[config.mk]
export PLATFORM = sky130hd
export DESIGN_NAME = prime_trial_seq
export DESIGN_NICKNAME = d
export VERILOG_FILES = /design/src/rtl/prime_trial_seq.sv
export SDC_FILE = /design/constraint.sdc
export NUM_CORES = 1
export LEC_CHECK = 0
export BUFFER_PORTS_ARGS = -buffer_cell sky130_fd_sc_hd__clkbuf_2
export CAP_MARGIN = 20
export CORE_MARGIN = 2
export CORE_UTILIZATION = 39
export CTS_BUF_LIST = sky130_fd_sc_hd__clkbuf_16
export DETAILED_ROUTE_END_ITERATION = 12
export SYNTH_ARGS = -nofsm -noshare
export SYNTH_HDL_FRONTEND = slang
export SYNTH_SLANG_ARGS = --single-unit
[constraint.sdc]
create_clock -name clk -period 5 [get_ports clk]
set_input_delay 0 -clock clk [delete_from_list [all_inputs] [get_ports clk]]
set_output_delay 0 -clock clk [all_outputs]
set_load 0.01 [all_outputs]
[src/rtl/prime_trial_seq.sv]
// Trial-division primality sequencer: issues n mod x requests for x = 2, 3, ...
// while x*x <= n and reports primality plus the smallest nontrivial factor.
module prime_trial_seq (
    input  logic        clk,
    input  logic        rst,
    input  logic        start,
    input  logic [15:0] n,
    output logic        busy,
    output logic        done,
    output logic        is_prime,
    output logic [15:0] factor,
    output logic        div_req,
    output logic [15:0] div_n,
    output logic [15:0] div_x,
    input  logic        div_ack,
    input  logic [15:0] div_rem
);

    typedef enum logic [1:0] {
        IDLE,
        CHECK,
        REQ,
        DONE
    } state_t;

    state_t      state_q, state_d;
    logic [15:0] nreg_q, nreg_d;
    logic [15:0] x_q, x_d;
    logic [16:0] sq_q, sq_d;
    logic        busy_q, busy_d;
    logic        done_q, done_d;
    logic        is_prime_q, is_prime_d;
    logic [15:0] factor_q, factor_d;
    logic        div_req_q, div_req_d;
    logic [15:0] div_n_q, div_n_d;
    logic [15:0] div_x_q, div_x_d;

    always_comb begin
        state_d    = state_q;
        nreg_d     = nreg_q;
        x_d        = x_q;
        sq_d       = sq_q;
        done_d     = 1'b0;
        is_prime_d = is_prime_q;
        factor_d   = factor_q;
        div_req_d  = div_req_q;
        div_n_d    = div_n_q;
        div_x_d    = div_x_q;

        unique case (state_q)
            IDLE: begin
                if (start) begin
                    nreg_d  = n;
                    div_n_d = n;
                    if (n < 16'd2) begin
                        is_prime_d = 1'b0;
                        factor_d   = 16'd0;
                        done_d     = 1'b1;
                        state_d    = DONE;
                    end else if (n < 16'd4) begin
                        is_prime_d = 1'b1;
                        factor_d   = 16'd0;
                        done_d     = 1'b1;
                        state_d    = DONE;
                    end else begin
                        x_d     = 16'd2;
                        sq_d    = 17'd4;
                        state_d = CHECK;
                    end
                end
            end
            CHECK: begin
                if (sq_q > {1'b0, nreg_q}) begin
                    is_prime_d = 1'b1;
                    factor_d   = 16'd0;
                    state_d    = DONE;
                end else begin
                    div_req_d = 1'b1;
                    div_x_d   = x_q;
                    state_d   = REQ;
                end
            end
            REQ: begin
                if (div_ack) begin
                    div_req_d = 1'b0;
                    if (div_rem == 16'd0) begin
                        is_prime_d = 1'b0;
                        factor_d   = x_q;
                        state_d    = DONE;
                    end else begin
                        // (x+1)^2 = x^2 + 2x + 1
                        sq_d    = sq_q + {x_q, 1'b1};
                        x_d     = x_q + 16'd1;
                        state_d = CHECK;
                    end
                end
            end
            DONE: begin
                // Looped results land one cycle ahead of the done pulse.
                if (done_q) begin
                    state_d = IDLE;
                end else begin
                    done_d = 1'b1;
                end
            end
        endcase

        busy_d = (state_d != IDLE);
    end

    always_ff @(posedge clk or posedge rst) begin
        if (rst) begin
            state_q    <= IDLE;
            nreg_q     <= 16'd0;
            x_q        <= 16'd0;
            sq_q       <= 17'd0;
            busy_q     <= 1'b0;
            done_q     <= 1'b0;
            is_prime_q <= 1'b0;
            factor_q   <= 16'd0;
            div_req_q  <= 1'b0;
            div_n_q    <= 16'd0;
            div_x_q    <= 16'd0;
        end else begin
            state_q    <= state_d;
            nreg_q     <= nreg_d;
            x_q        <= x_d;
            sq_q       <= sq_d;
            busy_q     <= busy_d;
            done_q     <= done_d;
            is_prime_q <= is_prime_d;
            factor_q   <= factor_d;
            div_req_q  <= div_req_d;
            div_n_q    <= div_n_d;
            div_x_q    <= div_x_d;
        end
    end

    assign busy     = busy_q;
    assign done     = done_q;
    assign is_prime = is_prime_q;
    assign factor   = factor_q;
    assign div_req  = div_req_q;
    assign div_n    = div_n_q;
    assign div_x    = div_x_q;

endmodule

[After elaboration in Yosys (flattened, before gate mapping)]
Index checks and enable logic that the tools add are counted.
Operators by class
  add/sub/neg operators: 2
  order comparisons: 3
  equality and inequality tests: 12
  mux-type cells: 42
  bitwise gates (word level): 1
  reduce and logical (&&, ||, !) cells: 11
Operator list (count)
  $mux 16: 11
  $mux 17: 5
  $pmux 16 s3: 1
  $pmux 17 s2: 1
  $pmux 16 s2: 1
  $add 17x17->17: 1
  $gt 17x16->1: 1
  $add 16x1->16 const B: 1
  $logic_not 16->1: 1
  $lt 16x2->1 const B: 1
  $lt 16x3->1 const B: 1
  $ne 2x2->1 const B: 8
  $mux 1: 13
  $mux 2: 6
  $reduce_and 6->1: 2
  $pmux 2 s4: 1
  $reduce_bool 2->1: 3
  $eq 2x2->1 const B: 2
  $pmux 1 s2: 2
  $reduce_and 2->1: 2
  $ne 3x3->1 const B: 1
  $pmux 1 s3: 1
  $reduce_and 3->1: 1
  $reduce_bool 3->1: 1
  other kinds (3): 3
Storage, ports and cells
  flip-flop bits (word level): 87
  output and inout bits: 52

[Longest topological paths before layout]
  depth in word-level cells: 6
  depth in mapped cells: 9

[Least setup slack after synthesis]
Ideal clock, no wire load.
  kind: register to register
  start point: register div_n[15] (netlist name)
  end point: register div_x_q[0], in the netlist div_x[0]
  setup time: 125 ps
  arrival: 2208 ps
  data required time: 4875 ps
  setup slack: 2667 ps
  cell stages (with the launch flop): 10
  buffers on the path: 1
  clock period less this slack: 2333 ps
  path through: dfrtp_1 inv_1 ha_1 and4b_4 and3_4 o311ai_1 and3_4 o21ai_4 buf_12 mux2_4
RTL lines
  end signal: assignment: RTL line 135  | div_x_q <= div_x_d;
  end: declaration: RTL line 36  | logic [15:0] div_x_q, div_x_d;

==> run_summary.xml <==
<?xml version="1.0" encoding="UTF-8"?>
<metrics>
  <group name="critical_path">
    <metric name="setup.worst_path.end_class" unit="">flip-flop</metric>
    <metric name="required" unit="ns">5.23</metric>
    <metric name="worst_ep_arrival_time" unit="ns">2.99</metric>
    <metric name="depth_of_the_most_critical_reg_to_reg_path" unit="">8</metric>
    <metric name="worstSetupPathType" unit="">flip-flop to flip-flop</metric>
    <metric name="critical_path.cell_chain" unit="">inv_1 &gt; ha_1 &gt; and4b_4 &gt; a211o_1 &gt; a221oi_2 &gt; nand3_2 &gt; o21ai_4 &gt; mux2_4</metric>
    <metric name="timing.critical_path.slowest_stage_cell" unit="">sky130_fd_sc_hd__o21ai_4</metric>
    <metric name="worst_setup_path_start_kind" unit="">flip-flop</metric>
    <metric name="cp_num_buf_inv" unit="">1</metric>
    <metric name="critical_path.top_delay_family" unit="">compound AO/OA/AOI/OAI gates</metric>
    <metric name="worstSetupPathDepth" unit="">8</metric>
    <metric name="critical-path-max-stage-delay" unit="ns">0.64</metric>
    <metric name="worst-path-max-fanout" unit="">17</metric>
  </group>
  <group name="drt">
    <metric name="wl_per_cell" unit="µm">15.33</metric>
    <metric name="detail_route.vias_per_cell" unit="">5.140</metric>
    <metric name="num_vias" unit="">4050</metric>
    <metric name="route.detailed.drc" unit="">0</metric>
    <metric name="drt-initial-drc-count" unit="">248</metric>
    <metric name="firstDrtPassIters" unit="">4</metric>
    <metric name="drt.antenna.violating_nets" unit="">0</metric>
    <metric name="finalWirelength" unit="µm">12080</metric>
  </group>
  <group name="sta">
    <metric name="max_slew.worst_pin.slew" unit="ns">0.8669</metric>
    <metric name="finalHoldViolCount" unit="">0</metric>
    <metric name="rsz0062_at_grt" unit="">false</metric>
    <metric name="setup_violations" unit="">0</metric>
    <metric name="min_period_over_period" unit="">0.5527</metric>
    <metric name="postLayoutSetupSlackWorst" unit="ns">2.236</metric>
    <metric name="timing.clock.skew" unit="ns">0.008397</metric>
    <metric name="final_max_slew_viol_count" unit="">0</metric>
    <metric name="fin_setup_tns" unit="ns">0</metric>
    <metric name="final.hold.worst_slack" unit="ns">0.03518</metric>
    <metric name="max_slew_margin" unit="">0.4220</metric>
    <metric name="fmax" unit="MHz">361.9</metric>
    <metric name="timing.final.crit_period" unit="ns">2.764</metric>
  </group>
  <group name="cts">
    <metric name="root_buffer" unit="">sky130_fd_sc_hd__clkbuf_16</metric>
    <metric name="clock_tree.htree_level_count" unit="">3</metric>
    <metric name="tritoncts_clock_tree" unit="">done</metric>
    <metric name="cts.sink_count" unit="">87</metric>
    <metric name="ctsLongestPathBuffers" unit="">2</metric>
    <metric name="clkLatencyLatePin" unit="ns">0.35</metric>
    <metric name="cts-buffers-inserted" unit="">9</metric>
    <metric name="clkTransAtPathRegs" unit="ns">0.07</metric>
  </group>
  <group name="place">
    <metric name="number_of_port_buffers" unit="">87</metric>
    <metric name="dpl.hpwl" unit="µm">8913</metric>
    <metric name="dp.cells" unit="">754</metric>
    <metric name="dpl_worst_slack" unit="ns">2.237</metric>
    <metric name="gp_routability_congestion" unit="">0.8827</metric>
  </group>
  <group name="run_status">
    <metric name="status" unit="">finished, final reports clean</metric>
  </group>
  <group name="final_layout">
    <metric name="area.growth.synth_to_final" unit="%">20.95</metric>
    <metric name="mostFrequentLayoutCells" unit="">87 x sky130_fd_sc_hd__dfrtp_1, 87 x sky130_fd_sc_hd__clkbuf_2, 48 x sky130_fd_sc_hd__inv_1</metric>
    <metric name="fraction_of_layout_cells_with_a_size_suffix_above_1" unit="">0.2468</metric>
    <metric name="final-instance-count-excl-fill" unit="">788</metric>
    <metric name="fin_util" unit="">0.4872</metric>
    <metric name="antennaDiodeCount" unit="">0</metric>
    <metric name="fillers" unit="">1208</metric>
    <metric name="nNetsFinal" unit="">684</metric>
  </group>
  <group name="synth">
    <metric name="most_used_flip_flop_cell_after_synthesis" unit="">sky130_fd_sc_hd__dfrtp_1</metric>
    <metric name="syn_avg_cell_area" unit="µm²">10.09</metric>
    <metric name="synthCells" unit="">508</metric>
    <metric name="synth.cell_area" unit="µm²">5125</metric>
    <metric name="yosys_warnings" unit="">0</metric>
    <metric name="netlist-cell-type-count" unit="">54</metric>
    <metric name="mappedNetlistNets" unit="">581</metric>
    <metric name="synth_edf_count" unit="">0</metric>
    <metric name="synth-async-reset-ratio" unit="">1.000</metric>
    <metric name="synth.ff_latch_count" unit="">87</metric>
    <metric name="synth_sequential_area_ratio" unit="">0.4248</metric>
  </group>
  <group name="min_path">
    <metric name="min-delay-path-class" unit="">input port to flip-flop</metric>
    <metric name="hold_depth" unit="">3</metric>
  </group>
  <group name="run">
    <metric name="max_cap_violations" unit="">0</metric>
  </group>
  <group name="pwr">
    <metric name="internal-power" unit="mW">1.731</metric>
    <metric name="clockPowerShare" unit="">0.245</metric>
    <metric name="leakage" unit="nW">3.147</metric>
    <metric name="p_per_area" unit="nW/µm²">449.0</metric>
    <metric name="total_switching_power" unit="mW">1.052</metric>
    <metric name="sequentialPowerShare" unit="">0.352</metric>
    <metric name="vdd_drop_max" unit="mV">0.2046</metric>
    <metric name="combPwrFrac" unit="">0.403</metric>
    <metric name="netSwitchingFraction" unit="">0.3781</metric>
  </group>
  <group name="global_route">
    <metric name="antenna_found_initial" unit="">0</metric>
    <metric name="grt_max_degree" unit="">88</metric>
    <metric name="first_global_vias" unit="">4043</metric>
    <metric name="wire_length_of_the_first_global_routing_pass" unit="µm">20400</metric>
    <metric name="global_route.overflow_total" unit="">0</metric>
    <metric name="grt_use_total" unit="">0.1818</metric>
  </group>
  <group name="floorplan">
    <metric name="starting_density" unit="">0.4028</metric>
    <metric name="area_of_the_die" unit="µm²">14070</metric>
    <metric name="dieWidth" unit="µm">118.6</metric>
    <metric name="row_count" unit="">41</metric>
    <metric name="core-area" unit="µm²">12720</metric>
    <metric name="design.portCount" unit="">88</metric>
    <metric name="fp.dieH" unit="µm">118.6</metric>
  </group>
</metrics>
worst min-delay path, stage by stage:
cell,delay (ns)
sky130_fd_sc_hd__clkbuf_2,0.14
sky130_fd_sc_hd__a31oi_1,0.15
sky130_fd_sc_hd__nor2_1,0.05
cell usage after synthesis (5+ instances only):
cell type                   n  area share
sky130_fd_sc_hd__dfrtp_1   87        0.42
sky130_fd_sc_hd__inv_1     49       0.036
sky130_fd_sc_hd__nand2_1   42       0.031
sky130_fd_sc_hd__ha_1      36       0.088
sky130_fd_sc_hd__nor2_1    34       0.025
sky130_fd_sc_hd__nand3_1   30       0.029
sky130_fd_sc_hd__a21oi_1   23       0.022
sky130_fd_sc_hd__mux2_2    23       0.051
sky130_fd_sc_hd__mux2i_1   21       0.041
sky130_fd_sc_hd__o21ai_0   18       0.018
sky130_fd_sc_hd__xnor2_1   13       0.022
sky130_fd_sc_hd__nor3_1    12       0.012
sky130_fd_sc_hd__mux2_4    10       0.029
sky130_fd_sc_hd__nor4_1    10       0.012
sky130_fd_sc_hd__clkbuf_1   9      0.0066
sky130_fd_sc_hd__a21o_1     8       0.012
sky130_fd_sc_hd__xor2_1     7       0.012
sky130_fd_sc_hd__a21boi_0   5      0.0073
sky130_fd_sc_hd__buf_2      5      0.0049
sky130_fd_sc_hd__nor2b_1    5      0.0061
power by group through the flow:
| stage | combinational [mW] | sequential [mW] | clock, mW |
|---|---|---|---|
| final | 1.12 | 0.981 | 0.681 |
| after global routing | 1.25 | 1.01 | 0.730 |
| after CTS | 1.13 | 0.983 | 0.693 |
| after detailed placement | 1.12 | 0.996 | 0 |
| after global placement | 1.09 | 0.987 | 0 |
| after floorplan | 0.816 | 1.01 | 0 |
final timing paths:
check                                      start                    end  slack (ns)
hold / removal                             start         done$_DFF_PP0_        0.04
max in group asynchronous                    rst  factor[9]$_DFFE_PP0P_        4.12
min in group asynchronous                    rst   is_prime$_DFFE_PP0P_        0.25
setup / recovery           div_n[14]$_DFFE_PP0P_   is_prime$_DFFE_PP0P_        2.24
hold reg to reg            div_x[13]$_DFFE_PP0P_  div_x[13]$_DFFE_PP0P_        0.51
setup reg to reg           div_n[14]$_DFFE_PP0P_   is_prime$_DFFE_PP0P_        2.24
flip-flops by register name (all words and copies together), names as in the netlist:
| signal | cells |
|---|---|
| busy | 1 |
| div_n | 16 |
| div_req | 1 |
| div_x | 16 |
| done | 1 |
| factor | 16 |
| is_prime | 1 |
| sq_q | 17 |
| state_q | 2 |
| x_q | 16 |
per-layer routing:
metal	part of all wire	global-route usage	up-vias
li1	-	-	2006
met1	0.47	0.2427	1956
met2	0.48	0.2971	74
met3	0.034	0.03234	14
met4	0.015	0.06176	0
met5	0	0	-
metrics by stage:
stage	area (µm²)	total power, mW
after global placement	5707	2.078
after detailed placement	5707	2.112
after global routing	6198	2.986
final	6198	2.783
after CTS	6161	2.805
after floorplan	5125	1.824
kinds of logic (layout without fill, tap and decap cells):
kind of cell             count (synthesis)  in the layout  share of synthesized area
XOR/XNOR                                20             20                    0.03418
flip-flops                              87             87                     0.4248
multiplexers                            54             54                     0.1208
AO/OA/AOI/OAI                           90             90                     0.1226
buffers and inverters                   65            173                    0.05518
adder cells (fa/ha/maj)                 37             37                    0.09180
AND/OR/NAND/NOR                        155            155                     0.1506
timing repair:
| action | in CTS | in global routing |
|---|---|---|
| gates resized for setup | 0 | 0 |
| hold endpoints to repair | 16 | 24 |
| buffers inserted | 0 | 0 |
| hold buffers | 16 | 1 |
| setup endpoints to repair | 0 | 0 |
final cells by class:
class	count	area (µm²)	area share
clock buffer	9	225.2	0.03633
clock inverter	7	68.82	0.01110
inverter	49	185.2	0.02987
multi-input combinational	356	2671	0.4310
sequential	87	2177	0.3512
tap	172	215.2	0.03472
timing repair buffer	108	655.6	0.1058
Note: power is estimated with default switching activity, not from simulation.
